**src/rtl/core_sequencer.sv**
```systemverilog
// -----------------------------------------------------------------------------
// core_sequencer
//
// Multi-cycle instruction sequencer for a simple in-order core. It steps each
// instruction through FETCH -> DECODE -> EXEC -> (MEM) -> WB. It issues the
// instruction and data memory handshakes, the IR/RF/PC write strobes and the
// PC source select. A memory ack that does not arrive in time, or a system
// instruction, raises a one-cycle trap. The block then parks in HALT until
// reset.
//
// Parameters
//   TIMEOUT    max wait cycles for a memory ack (0 = wait forever)
//   TIMEOUT_W  width of the wait counter (TIMEOUT must fit)
//
// Ports
//   clk, rst_n            clock, asynchronous active-low reset
//   i_run                 start / continue enable
//   o_imem_req/i_imem_ack instruction fetch handshake
//   o_ir_we               instruction-register load strobe
//   i_is_*                decoder flags for the current IR
//   i_branch_taken        branch comparator result (valid in WB)
//   o_dmem_req/o_dmem_we/i_dmem_ack  data memory handshake
//   o_rf_we               register-file write strobe
//   o_pc_we/o_pc_sel      PC update (00 PC+4, 01 ALU target, 10 trap vector)
//   o_trap/o_trap_cause   trap pulse, cause (01 sys, 10 imem tmo, 11 dmem tmo)
//   o_halted/o_state/o_instret  halt flag, state code, retired count
// -----------------------------------------------------------------------------
module core_sequencer #(
  parameter int TIMEOUT   = 255,
  parameter int TIMEOUT_W = 8
) (
  input  logic        clk,
  input  logic        rst_n,
  input  logic        i_run,
  output logic        o_imem_req,
  input  logic        i_imem_ack,
  output logic        o_ir_we,
  input  logic        i_is_load,
  input  logic        i_is_store,
  input  logic        i_is_writeback,
  input  logic        i_is_branch,
  input  logic        i_is_ja,
  input  logic        i_is_system,
  input  logic        i_branch_taken,
  output logic        o_dmem_req,
  output logic        o_dmem_we,
  input  logic        i_dmem_ack,
  output logic        o_rf_we,
  output logic        o_pc_we,
  output logic [1:0]  o_pc_sel,
  output logic        o_trap,
  output logic [1:0]  o_trap_cause,
  output logic        o_halted,
  output logic [2:0]  o_state,
  output logic [31:0] o_instret
);

  typedef enum logic [2:0] {
    S_IDLE   = 3'd0,
    S_FETCH  = 3'd1,
    S_DECODE = 3'd2,
    S_EXEC   = 3'd3,
    S_MEM    = 3'd4,
    S_WB     = 3'd5,
    S_TRAP   = 3'd6,
    S_HALT   = 3'd7
  } state_t;

  // Counter value seen on the last permitted wait cycle. When TIMEOUT is 0
  // the cast wraps, but the comparison is gated off below.
  localparam logic [TIMEOUT_W-1:0] WAIT_LAST = TIMEOUT_W'(TIMEOUT - 1);

  state_t               r_state;
  state_t               w_next;
  logic [TIMEOUT_W-1:0] r_wait_cnt;
  logic [31:0]          r_instret;
  logic [1:0]           r_trap_cause;
  logic [1:0]           w_cause;
  logic                 w_timeout_hit;
  logic                 w_wait_entry;
  logic                 w_waiting;

  assign w_timeout_hit = (TIMEOUT != 0) && (r_wait_cnt == WAIT_LAST);

  // The counter restarts only on entry to a wait state, not on each
  // self-loop cycle spent waiting for an ack.
  assign w_wait_entry = ((w_next == S_FETCH) && (r_state != S_FETCH)) ||
                        ((w_next == S_MEM)   && (r_state != S_MEM));
  assign w_waiting    = ((r_state == S_FETCH) && !i_imem_ack) ||
                        ((r_state == S_MEM)   && !i_dmem_ack);

  // State register
  always_ff @(posedge clk or negedge rst_n) begin
    if (!rst_n) begin
      r_state <= S_IDLE;
    end else begin
      r_state <= w_next;
    end
  end

  // Wait counter, retired-instruction counter, trap cause
  always_ff @(posedge clk or negedge rst_n) begin
    if (!rst_n) begin
      r_wait_cnt   <= '0;
      r_instret    <= 32'd0;
      r_trap_cause <= 2'b00;
    end else begin
      if (w_wait_entry) begin
        r_wait_cnt <= '0;
      end else if (w_waiting) begin
        r_wait_cnt <= r_wait_cnt + 1'b1;
      end
      // Every WB cycle retires exactly one instruction; natural 32-bit wrap.
      if (r_state == S_WB) begin
        r_instret <= r_instret + 32'd1;
      end
      if ((w_next == S_TRAP) && (r_state != S_TRAP)) begin
        r_trap_cause <= w_cause;
      end
    end
  end

  // Next-state and output decode
  always_comb begin
    w_next     = r_state;
    w_cause    = 2'b00;
    o_imem_req = 1'b0;
    o_ir_we    = 1'b0;
    o_dmem_req = 1'b0;
    o_dmem_we  = 1'b0;
    o_rf_we    = 1'b0;
    o_pc_we    = 1'b0;
    o_pc_sel   = 2'b00;
    o_trap     = 1'b0;
    o_halted   = 1'b0;
    case (r_state)
      S_IDLE: begin
        if (i_run) w_next = S_FETCH;
      end
      S_FETCH: begin
        o_imem_req = 1'b1;
        // Ack is checked first so an ack on the timeout cycle wins.
        if (i_imem_ack) begin
          o_ir_we = 1'b1;
          w_next  = S_DECODE;
        end else if (w_timeout_hit) begin
          w_next  = S_TRAP;
          w_cause = 2'b10;
        end
      end
      S_DECODE: begin
        if (i_is_system) begin
          w_next  = S_TRAP;
          w_cause = 2'b01;
        end else begin
          w_next = S_EXEC;
        end
      end
      S_EXEC: begin
        w_next = (i_is_load || i_is_store) ? S_MEM : S_WB;
      end
      S_MEM: begin
        o_dmem_req = 1'b1;
        o_dmem_we  = i_is_store;
        if (i_dmem_ack) begin
          w_next = S_WB;
        end else if (w_timeout_hit) begin
          w_next  = S_TRAP;
          w_cause = 2'b11;
        end
      end
      S_WB: begin
        o_rf_we  = i_is_writeback;
        o_pc_we  = 1'b1;
        o_pc_sel = (i_is_ja || (i_is_branch && i_branch_taken)) ? 2'b01 : 2'b00;
        // Run is only sampled at the instruction boundary.
        w_next   = i_run ? S_FETCH : S_IDLE;
      end
      S_TRAP: begin
        o_trap   = 1'b1;
        o_pc_we  = 1'b1;
        o_pc_sel = 2'b10;
        w_next   = S_HALT;
      end
      S_HALT: begin
        o_halted = 1'b1;
      end
      default: begin
        w_next = S_IDLE;
      end
    endcase
  end

  assign o_state      = r_state;
  assign o_instret    = r_instret;
  assign o_trap_cause = r_trap_cause;

endmodule

```
**config.mk**
```make
export PLATFORM = sky130hd
export DESIGN_NAME = core_sequencer
export DESIGN_NICKNAME = d
export VERILOG_FILES = /design/src/rtl/core_sequencer.sv
export SDC_FILE = /design/constraint.sdc
export NUM_CORES = 1
export LEC_CHECK = 0
export BUFFER_PORTS_ARGS = -buffer_cell sky130_fd_sc_hd__buf_2
export CAP_MARGIN = 40
export CORE_ASPECT_RATIO = 1.5
export CORE_MARGIN = 10
export CORE_UTILIZATION = 50
export CTS_CLUSTER_DIAMETER = 120
export DETAILED_ROUTE_END_ITERATION = 8
export HOLD_SLACK_MARGIN = 0.03
export PLACE_DENSITY = 0.8
export SYNTH_ARGS = -nofsm -noshare
export SYNTH_HDL_FRONTEND = slang
export SYNTH_SLANG_ARGS = --single-unit
```
**constraint.sdc**
```tcl
create_clock -name clk -period 3.4 [get_ports clk]
set_input_delay 0 -clock clk [delete_from_list [all_inputs] [get_ports clk]]
set_output_delay 0 -clock clk [all_outputs]
set_load 0.02 [all_outputs]
```
Word-level counts from Yosys, hierarchy flattened
Index checks and enable logic that the tools add are counted.
{ "totals": {"ff_bits": 45, "input_bits": 12, "out_inout_bits": 47, "word_cells": 62} }
{ "op_classes": {"eq_ne": 14, "n_addsub": 2, "reduce_logical": 15, "n_mux": 27} }
{ "op_table": {"columns": ["operator", "n"], "rows": [
  ["adder 32 x 1 -> 32 bit (second input constant)", 1],
  ["one-hot mux 3 bit (7 select lines)", 1],
  ["== test 3 bit (second input constant)", 6],
  ["two-way mux 8 bit", 2],
  ["two-way mux 3 bit", 5],
  ["two-way mux 1 bit", 13],
  ["adder 8 x 1 -> 8 bit (second input constant)", 1],
  ["== test 8 bit (second input constant)", 1],
  ["two-way mux 2 bit", 4],
  ["== test 3 x 1 -> 1 bit (second input constant)", 2],
  ["== test 3 x 2 -> 1 bit (second input constant)", 2],
  ["logical AND 1 bit", 6],
  ["inequality test 3 bit (second input constant)", 2],
  ["one-hot mux 2 bit (3 select lines)", 1],
  ["logical OR 1 bit", 4],
  ["one-hot mux 2 bit (2 select lines)", 1],
  ["logical NOT 3 bit", 1],
  ["inequality test 3 x 1 -> 1 bit (second input constant)", 1],
  ["logical NOT 1 bit", 2],
  ["nonzero test 2 bit", 1],
  ["OR reduction 2 bit", 1]
]} }

Depth between registers and ports, before layout
{ "logic_depth": {"ltp_word": 8, "depth_mapped": 7} }

Worst setup path after synthesis
No wires, ideal clock.
{ "synth_timing": {"kind": "register -> register", "from": "reg r_state[2] (netlist: o_state[2])", "to": "reg r_trap_cause[1] (netlist: o_trap_cause[1])", "required_time_ns": 3.321, "period_less_slack_ns": 2.179, "path_stages_with_launch": 7, "arrival_time_ns": 2.099, "n_path_buf": 1, "setup_ns": 0.079, "slack_ns": 1.221, "cell_sequence": "dfrtp_1 buf_4 nor4bb_1 a21oi_1 o31ai_4 and3_1 mux2i_1"} }
{ "synth_rtl": {"columns": ["element", "line_no", "text"], "rows": [
  ["start: declaration", "73", "state_t r_state;"],
  ["start signal: assignment", "97", "r_state <= w_next;"],
  ["== test 3 bit, or another cell as far along", "136", "case (r_state)"],
  ["one-hot mux 3 bit (7 select lines) *", "136", null],
  ["net w_next[1]", "74", "state_t w_next;"],
  ["== test 3 bit *", "117", "if ((w_next == S_TRAP) && (r_state != S_TRAP)) begin"],
  ["logical AND 1 bit *", "117", null],
  ["end signal: assignment", "118", "r_trap_cause <= w_cause;"],
  ["end: declaration", "77", "logic [1:0] r_trap_cause;"]
]} }
The timed path passes the listed nets; every way through them passes the cells marked *.
A chain may end at the register's enable or synchronous reset.

Final worst setup path
{ "layout_timing": {"from": "reg r_state[1] (netlist: o_state[1])", "to": "reg r_instret[31] (netlist: o_instret[31])"} }
{ "layout_via": {"elab_chain_len": 1} }
{ "layout_rtl": {"columns": ["element", "line_no", "text"], "rows": [
  ["== test 3 bit", "114", "if (r_state == S_WB) begin"],
  ["end signal: assignment", "115", "r_instret <= r_instret + 32'd1;"],
  ["end: declaration", "76", "logic [31:0] r_instret;"]
]} }
Every way passes these cells.

==> summary.md <==
| Metric | Value |
|---|---|
| Slew HR | 63.6% |
| Area contributors post-synth | dfrtp_1 (48%), xnor2_1 (7.9%), xor2_1 (6.4%) |
| Overflow after GRT | 0 |
| Crit path largest cell delay | 0.58 ns |
| Ys flop type | dfrtp_1 |
| FFs w/ async S/R, synth | 100% |
| # resized after CTS | 0 |
| Clk sinks | 45 |
| Die H | 104 um |
| Synthesized area per cell | 10.2 um^2 |
| Cell Pwr Density | 616 mW/mm^2 |
| GP Congestion | 0.786 |
| Peak supply drop | 0.000460 V |
| Hold-fix buffers, CTS | 3 |
| Antenna violations before repair | 0 |
| Most common cell after layout, fill and taps aside | buf_2 |
| Post-route cell area | 0.00281 mm^2 |
| Seq/Total Area, Yosys | 48.4% |
| Share of cells above drive strength 1 | 25.9% |
| Core area | 0.00450 mm^2 |
| TritonCTS Buffers | 5 |
| Die X | 75.7 um |
| CP Data Required Time | 3.62 ns |
| Clock power share | 22.4% |
| Setup bufs post-CTS | 0 |
| Worst hold path type | in2async |
| Final core occ | 62.3% |
| Final net count | 308 |
| Number of synthesized register bits | 45 |
| Initial core utilization | 51.7% |
| Gate power share | 35.6% |
| Type of the worst setup path | reg2reg |
| Internal Pwr Total | 1060 uW |
| Area delta synth->final | 20.6% |
| Least-Margin Pin Slew | 0.545 ns |
| Drt pass-1 iters | 4 |
| Final Hold Viols | 0 |
| Critical path endpoint category | flip-flop |
| Slew Limit Fails | 0 |
| Setup Skew | 0.00725 ns |
| Post-synth EDFFs | 0 |
| YS warnings | 0 |
| Commonest non-fill, non-tap cells in the layout | buf_2 (58), dfrtp_1 (45), nor2_1 (27) |
| Tmin final | 2.05 ns |
| Crit path arrival time | 2.27 ns |
| Ant diodes | 0 |
| Worst-path fanout max | 17 |
| CP cell instances | and3b_1 -> and4_1 -> nand4_2 -> nor3_2 -> xor2_1 |
| Unrepaired setup endpoints after global routing | no |
| Post-Layout Cell Count | 341 |
| Leading area contributor after synthesis | dfrtp_1 |
| Slowest CP cell | dfrtp_1 |
| Max_cap viols | 0 |
| CTS Root Cell | clkbuf_8 |
| Drt wl/cell | 15.6 um |
| Dpl hpwl | 4180 um |
| Placed Area | 0.00267 mm^2 |
| Status | finished clean |
| CTS H-tree depth | 2 |
| Placed cells | 331 |
| Worst Path Buf+Inv | 0 |
| Fin Setup TNS | 0 ns |
| GRT Total Usage | 13.7% |
| Net Count, Synth | 244 |
| Skew-Pair Late Insertion Delay | 0.30 ns |
| Input/output buffers | 58 |
| Max Fclk | 0.487 GHz |
| Final-report setup violation count | 0 |
| Largest net degree at the start of global routing | 38 |
| Detailed router's first-iteration violation count | 74 |
| DR DRC count | 0 |
| Sw power | 671 uW |
| Vias in the first global route | 1,925 |
| Period utilisation layout | 60.4% |
| Cell family with most CP delay | simple AND/OR/NAND/NOR gates |
| Synth top area share | 48.4% |
| Post-synth cell types | 45 |
| Gate Count Post-Synth | 229 |
| Rows | 30 |
| LEAKAGE | 0.00146 uW |
| Total Routed Length | 5310 um |
| Post-DRT Antenna Nets | 0 |
| Die area | 0.00784 mm^2 |
| Worst Setup Start Kind | flip-flop |
| First-pass GRT wire length | 8690 um |
| CTS clk-pin slew, worst paths | 0.09 ns |
| Sequential Power Share | 41.9% |
| Area of the mapped netlist | 0.00233 mm^2 |
| DR vias | 1,861 |
| Sw Share | 38.8% |
| Clock Path Buffers | 2 |
| Num ports | 59 |
| CTS tree | built |
| Via density per instance | 5.46 |
==> stage by stage <==
stage	setup WS (ns)	total power (uW)	hold WS [ns]
finish	1.35	1730	0.0807
global route	1.15	1850	0.102
CTS	1.35	1740	0.0884
detailed placement	1.37	1350	-0.129
global placement	1.41	1340	0.210
floorplan	1.22	1170	-0.296
==> logic make-up (layout without fill, tap and decap cells) <==
kind of cell    Yosys count  count (layout)  synth area share (%)
buf+inv                  15              79                  2.69
flops                    45              45                  48.4
fa+ha+maj                 3               3                  1.61
compound gates           19              19                  6.29
simple gates            107             107                  25.9
mux                       2               2                 0.860
xor+xnor                 38              38                  14.3
==> state kept, by name, summed over array words and instances (netlist names) <==
register      cells
r_wait_cnt        8
o_instret        32
o_trap_cause      2
o_state           3
==> cell usage after synthesis, types with 2 or more instances <==
cell / n
nor3_1: 2
ha_1: 3
nand4_1: 10
o21ai_0: 5
a21oi_1: 3
and3_1: 6
mux2i_1: 2
inv_1: 10
dfrtp_1: 45
xnor2_1: 21
and2_1: 6
nor2_1: 27
xor2_1: 17
nand2_1: 19
or3b_1: 2
nand3_1: 15
nor4bb_1: 2
buf_2: 2
and4_1: 6
==> final timing paths <==
path | start | to | slack, ns | cells after the start
max | o_state[1] | o_instret[31] | 1.35 | 5
max reg2reg | o_state[1] | o_instret[31] | 1.35 | 5
min | rst_n | o_instret[17] | 0.08 | 2
min in group clk | i_dmem_ack | o_trap_cause[0] | 0.15 | 4
max in group asynchronous | rst_n | o_instret[29] | 2.86 | 3
min reg2reg | o_instret[31] | o_instret[31] | 0.47 | 1
==> cell type report <==
class	instances	area (um^2)
clock buffer	5	68.8
clock inverter	2	35.0
fill	391	1700
inverter	10	37.5
multi-input combinational	169	1140
sequential	45	1130
tap	48	60.1
timing repair buffer	62	340
==> routing by layer <==
| layer | global-route usage [%] | routed length, um |
|---|---|---|
| met5 | 0 | 0 |
| met4 | 4.53 | 61 |
| met3 | 4.30 | 328 |
| met2 | 24.2 | 2830 |
| met1 | 14.3 | 2080 |
==> power by group through the flow <==
stage	Sequential (uW)	Clock [uW]	Combinational (uW)
final	725	388	617
after CTS	724	394	627
after floorplan	746	0	420
after global placement	728	0	610
after detailed placement	733	0	621
after global routing	745	416	685
==> worst reg2reg max path, cell delays in order, from the launching register on <==
cell     delay (ns)
dfrtp_1        0.58
and3b_1        0.47
and4_1         0.36
nand4_2        0.21
nor3_2         0.20
xor2_1         0.17
(Power assumes the default switching activity.)
